--- src/rtl/if_id_stage.sv ---
// if_id_stage: IF/ID stage that fetches from a 1-cycle-latency ROM into a 2-entry skid FIFO
// Ports:
//   i_clk, i_rst_n            clock, asynchronous active-low reset
//   i_pc, i_ce                fetch address and chip enable from the PC register
//   o_pc_wd                   PC advance enable (fetch at i_pc issued this cycle)
//   o_rom_ce, o_rom_addr      instruction ROM request
//   i_rom_data                ROM read data, one cycle after o_rom_ce
//   i_stall, i_flush          decode backpressure and pipeline flush
//   o_id_pc, o_id_inst,
//   o_id_valid                instruction presented to decode
module if_id_stage #(
    parameter int ADDR_W = 32,
    parameter int INST_W = 32,
    parameter logic [INST_W-1:0] NOP_INST = '0
) (
    input  logic              i_clk,
    input  logic              i_rst_n,
    input  logic [ADDR_W-1:0] i_pc,
    input  logic              i_ce,
    output logic              o_pc_wd,
    output logic              o_rom_ce,
    output logic [ADDR_W-1:0] o_rom_addr,
    input  logic [INST_W-1:0] i_rom_data,
    input  logic              i_stall,
    input  logic              i_flush,
    output logic [ADDR_W-1:0] o_id_pc,
    output logic [INST_W-1:0] o_id_inst,
    output logic              o_id_valid
);
    logic [ADDR_W+INST_W-1:0] r_mem [2];
    logic [1:0]               r_rd_ptr, r_wr_ptr;
    logic                     r_pending, r_discard;
    logic [ADDR_W-1:0]        r_req_pc;
    logic [ADDR_W-1:0]        r_id_pc;
    logic [INST_W-1:0]        r_id_inst;
    logic                     r_id_valid;

    logic [1:0]               w_count;
    logic                     w_arrival, w_leaving, w_push, w_pop;
    logic [2:0]               w_credits;
    logic [ADDR_W+INST_W-1:0] w_arr_data, w_head;

    assign w_count    = r_wr_ptr - r_rd_ptr;
    assign w_arrival  = r_pending & ~r_discard;
    assign w_leaving  = ~i_stall & ((w_count != 2'd0) | w_arrival);
    // occupancy the FIFO could reach if this cycle issues a fetch: held + in flight - leaving
    assign w_credits  = {1'b0, w_count} + {2'b0, r_pending} - {2'b0, w_leaving};
    assign o_pc_wd    = i_rst_n & i_ce & ~i_flush & (w_credits < 3'd2);
    assign o_rom_ce   = o_pc_wd;
    assign o_rom_addr = i_pc;
    assign w_arr_data = {r_req_pc, i_rom_data};
    assign w_head     = r_mem[r_rd_ptr[0]];
    // an arrival is buffered unless it bypasses straight into an empty, unstalled stage
    assign w_push     = ~i_flush & w_arrival & (i_stall | (w_count != 2'd0));
    assign w_pop      = ~i_flush & ~i_stall & (w_count != 2'd0);
    assign o_id_pc    = r_id_pc;
    assign o_id_inst  = r_id_inst;
    assign o_id_valid = r_id_valid;

    always_ff @(posedge i_clk) begin
        if (w_push) r_mem[r_wr_ptr[0]] <= w_arr_data;
    end

    always_ff @(posedge i_clk or negedge i_rst_n) begin
        if (!i_rst_n) begin
            r_rd_ptr   <= '0;
            r_wr_ptr   <= '0;
            r_pending  <= 1'b0;
            r_discard  <= 1'b0;
            r_req_pc   <= '0;
            r_id_pc    <= '0;
            r_id_inst  <= NOP_INST;
            r_id_valid <= 1'b0;
        end else begin
            r_pending <= o_pc_wd;
            if (o_pc_wd) r_req_pc <= i_pc;
            r_discard <= i_flush & r_pending;
            if (i_flush) begin
                r_rd_ptr   <= r_wr_ptr;
                r_id_valid <= 1'b0;
                r_id_inst  <= NOP_INST;
            end else begin
                if (w_push) r_wr_ptr <= r_wr_ptr + 2'd1;
                if (w_pop) r_rd_ptr <= r_rd_ptr + 2'd1;
                if (!i_stall) begin
                    if (w_count != 2'd0) begin
                        {r_id_pc, r_id_inst} <= w_head;
                        r_id_valid           <= 1'b1;
                    end else if (w_arrival) begin
                        {r_id_pc, r_id_inst} <= w_arr_data;
                        r_id_valid           <= 1'b1;
                    end else begin
                        r_id_inst  <= NOP_INST;
                        r_id_valid <= 1'b0;
                    end
                end
            end
        end
    end
endmodule

--- config.mk ---
export PLATFORM = sky130hd
export DESIGN_NAME = if_id_stage
export DESIGN_NICKNAME = d
export VERILOG_FILES = /design/src/rtl/if_id_stage.sv
export SDC_FILE = /design/constraint.sdc
export NUM_CORES = 1
export LEC_CHECK = 0
export BUFFER_PORTS_ARGS = -buffer_cell sky130_fd_sc_hd__buf_2
export CAP_MARGIN = 10
export CORE_ASPECT_RATIO = 1.5
export CORE_MARGIN = 1
export CORE_UTILIZATION = 50
export DETAILED_ROUTE_END_ITERATION = 16
export GPL_TIMING_DRIVEN = 0
export PLACE_DENSITY = 0.71
export SYNTH_ARGS = -nofsm -noshare
export SYNTH_HDL_FRONTEND = slang
export SYNTH_SLANG_ARGS = --single-unit
--- constraint.sdc ---
create_clock -name i_clk -period 4.32 [get_ports i_clk]
set_clock_uncertainty 0.1 [all_clocks]
set_input_delay 0.432 -clock i_clk [delete_from_list [all_inputs] [get_ports i_clk]]
set_output_delay 0.432 -clock i_clk [all_outputs]
set_load 0.1 [all_outputs]
==> impl_metrics.csv <==
group,metric,value,unit
outcome,status,"complete, no violations",
route,wl,20600,microns
route,drt-pass1-iter-count,4,
yosys,synth.distinct_cells,34,
placement,port_buffers,166,
global_routing,grt_pass1_wl,32500,microns
critical_path,crit_end,"o_rom_ce",
timing,fin_crit,4.16,ns
clocking,cts-root-buf,"clkbuf_16",
cells_and_area,layout-drive-gt1-share,0.343,
critical_path,cp.required,3.79,ns
critical_path,reg2reg_from,"r_wr_ptr[0]",
yosys,synth_area_leader_cell,"edfxtp_1",
placement,dpl.hpwl,14100,microns
critical_path,startpoint,"r_wr_ptr[0]",
floorplan,initial_core_util,0.511,
timing,setup_ws,0.163,ns
global_routing,grt_use_total,0.214,
timing,report.final.setup_viol,0,
route,wire_per_inst,18.6,microns
yosys,synth-main-ff-cell,"edfxtp_1",
critical_path,critPathTopFamily,"adder cells",
clocking,cts.path.max_buffers,3,
yosys,synth_edf_count,128,
clocking,tritoncts,"built",
yosys,ys_ff_latch,231,
floorplan,die-width,115,microns
clocking,clk_latency,0.49,ns
placement,gp_congestion,0.777,
yosys,synth_most_common_cell,"edfxtp_1",
timing,finalHoldViolations,0,
route,num_vias,5965,
power_and_ir_drop,p_total,9.91,mW
timing,holdWs,0.0412,ns
floorplan,io_pins,168,
route,drtIter0Drc,305,
placement,dpl_worst_slack,-0.363,ns
yosys,seq_area_frac_synth,0.675,
yosys,netlist_area,9510,sq um
yosys,avgSynthCellArea,14.8,sq um
timing,min_period_over_period,0.962,
critical_path,critPathMaxStageDelay,0.49,ns
power_and_ir_drop,vdd_drop_max,0.597,mV
global_routing,grt-ovfl-total,0,
clocking,htreeDepth,1,
timing,slew_headroom,0.413,
critical_path,endpoint_kind,"output pin",
critical_path,r2r_setup_slack,0.89,ns
timing,clock.fmax,241,MHz
global_routing,grt_max_degree,65,
yosys,synthArstFlopShare,0.446,
yosys,synth.net_count,713,
floorplan,die_area,19600,sq um
yosys,syn_inst,641,
timing,final_max_slew_viol_count,0,
hold_path,whs_path_depth,1,
floorplan,coreArea,18600,sq um
clocking,cts.sinks,231,
route,drc_errors,0,
floorplan,rows,61,
route,postRouteAntennaNets,0,
critical_path,slowest_stage,"fa_1",
critical_path,critPathKind,"flip-flop to output pin",
yosys,yosysTopAreaCellShare,0.404,
route,viasPerCell,5.40,
critical_path,startpoint_type,"flip-flop",
critical_path,crit_buf_inv,8,
clocking,clk_pin_slew,0.06,ns
critical_path,r2r_cells,15,
yosys,yosysWarnings,0,
critical_path,arrival,3.63,ns
floorplan,die_height,171,microns
hold_path,worst_hold_path_type,"input port to flip-flop",
clocking,cts_buffers,21,
yosys,synthTopCellsByCount,"128 x edfxtp_1, 103 x dfrtp_1, 65 x mux2i_1, 36 x a21oi_1, 35 x clkbuf_1",
yosys,synthTopCellsByArea,"edfxtp_1 40%, dfrtp_1 27%, mux2i_1 6.8%, mux2_4 4.6%, a22o_1 2.9%",
timing,tightest_slew,0.880,ns
global_routing,grt_pass1_vias,6196,
cells_and_area,fin_nets,910,
critical_path,rr_endpoint,"r_req_pc[8]",
power_and_ir_drop,leakage,4.93,nW
global_routing,antenna_found_initial,1,
run,cap_violations,0,
critical_path,crit_chain,"inv_1 -> ha_1 -> buf_6 -> and2_1 -> buf_6 -> a21o_1 -> inv_1 -> ha_1 -> nand2b_1 -> fa_1 -> nor2b_2 -> nand4_4 -> buf_8 -> clkinvlp_4 -> buf_4 -> buf_12",
critical_path,crit_path_max_fanout,10,
critical_path,worst-path-stages,16,
cells_and_area,area_delta_synth_final,21.7,%
power_and_ir_drop,p_per_area,856,nW/um^2
placed cells by master (no fill, tap or decap), drive strengths merged, types with 2 or more instances in the layout:
cell type  synthesis  layout
clkbuf            35      60
nand2             34      34
o2bb2ai           32      32
clkinv             0       6
dfrtp            103     103
edfxtp           128     128
nor2b              3       3
o21ai             35      35
a21oi             36      36
mux2i             65      65
mux2              32      32
clkinvlp           0       2
xnor2              5       5
and2               2       2
bufinv             0       4
a31oi             32      32
inv                4       3
nor2               3       3
buf               46     220
ha                 2       2
nand2b             3       3
a22o              32      32
timing repair:
action / 4_1_cts / 5_1_grt
endpoints found under the setup margin: 2 / 2
resized for setup: 11 / 4
pin swaps: 1 / 1
buffers inserted: 2 / 2
endpoints found under the hold margin: 53 / 0
hold buffers: 1 / 0
metrics by stage:
stage / setup TNS (ns) / std cells / util / area, sq um
global placement: -15.42 / 1059 / 0.573 / 10700
global route: -0.00240 / 1105 / 0.622 / 11600
detailed placement: -0.648 / 1062 / 0.577 / 10800
CTS: 0 / 1102 / 0.620 / 11500
finish: 0 / 1105 / 0.622 / 11600
floorplan: 0 / 641 / - / 9520
worst register-to-register path, delay by kind of cell (launching register included):
family	cells	cell delay (ns)
compound gates	1	0.16
fa+ha+maj	3	1.02
buf+inv	6	0.76
flops	1	0.36
mux	1	0.31
simple gates	4	0.60
layer usage:
| layer | GRT usage | wire length (microns) | up-vias | part of all wire |
|---|---|---|---|---|
| met2 | 0.406 | 11100 | 191 | 0.54 |
| met4 | 0.0768 | 591 | 0 | 0.029 |
| met1 | 0.246 | 8040 | 2957 | 0.39 |
| met3 | 0.0262 | 853 | 39 | 0.041 |
| li1 | - | - | 2778 | - |
| met5 | 0 | 0 | - | 0 |
flip-flops by register name, summed over array words and instances, names as in the netlist:
name        cells
o_id_pc        32
r_pending       1
o_id_valid      1
r_req_pc       32
r_mem         128
r_wr_ptr        2
o_id_inst      32
r_rd_ptr        2
r_discard       1
cell type report:
class / count / area [sq um]
fill: 1481 / 7040
sequential: 231 / 6420
multi-input combinational: 325 / 2640
timing repair buffer: 174 / 970
clock buffer: 26 / 574
buffer: 81 / 478
tap: 252 / 315
clock inverter: 11 / 159
inverter: 4 / 21.3
antenna: 1 / 2.50
worst min-delay path by stage:
stage,from,to,slack [ns]
6_report,i_rom_data[29],r_mem[1][29],0.04
4_1_cts,i_rom_data[22],r_mem[1][22],0.03
3_5_place_dp,o_id_inst[18],o_id_inst[18],0.37
3_3_place_gp,o_id_inst[14],o_id_inst[14],0.36
5_1_grt,i_rom_data[10],r_mem[1][10],0.04
2_1_floorplan,i_rst_n,o_id_inst[0],0.04
logic make-up after synthesis:
| family | count (synthesis) | share of synthesized area |
|---|---|---|
| AOI/OAI and AO/OA | 169 | 0.119 |
| muxes | 97 | 0.118 |
| adders and majority gates | 3 | 0.00473 |
| buffers and inverters | 85 | 0.0500 |
| and+or+nand+nor | 50 | 0.0249 |
| xor gates and xnor gates | 6 | 0.00881 |
| DFF | 231 | 0.675 |
power breakdown:
part / switching (mW) / total (mW) / leakage [nW] / internal [mW]
Combinational: 3.34 / 4.71 / 2.10 / 1.38
Clock: 0.784 / 1.97 / 0.358 / 1.18
Sequential: 0.334 / 3.23 / 2.47 / 2.90
(Power assumes the default switching activity.)
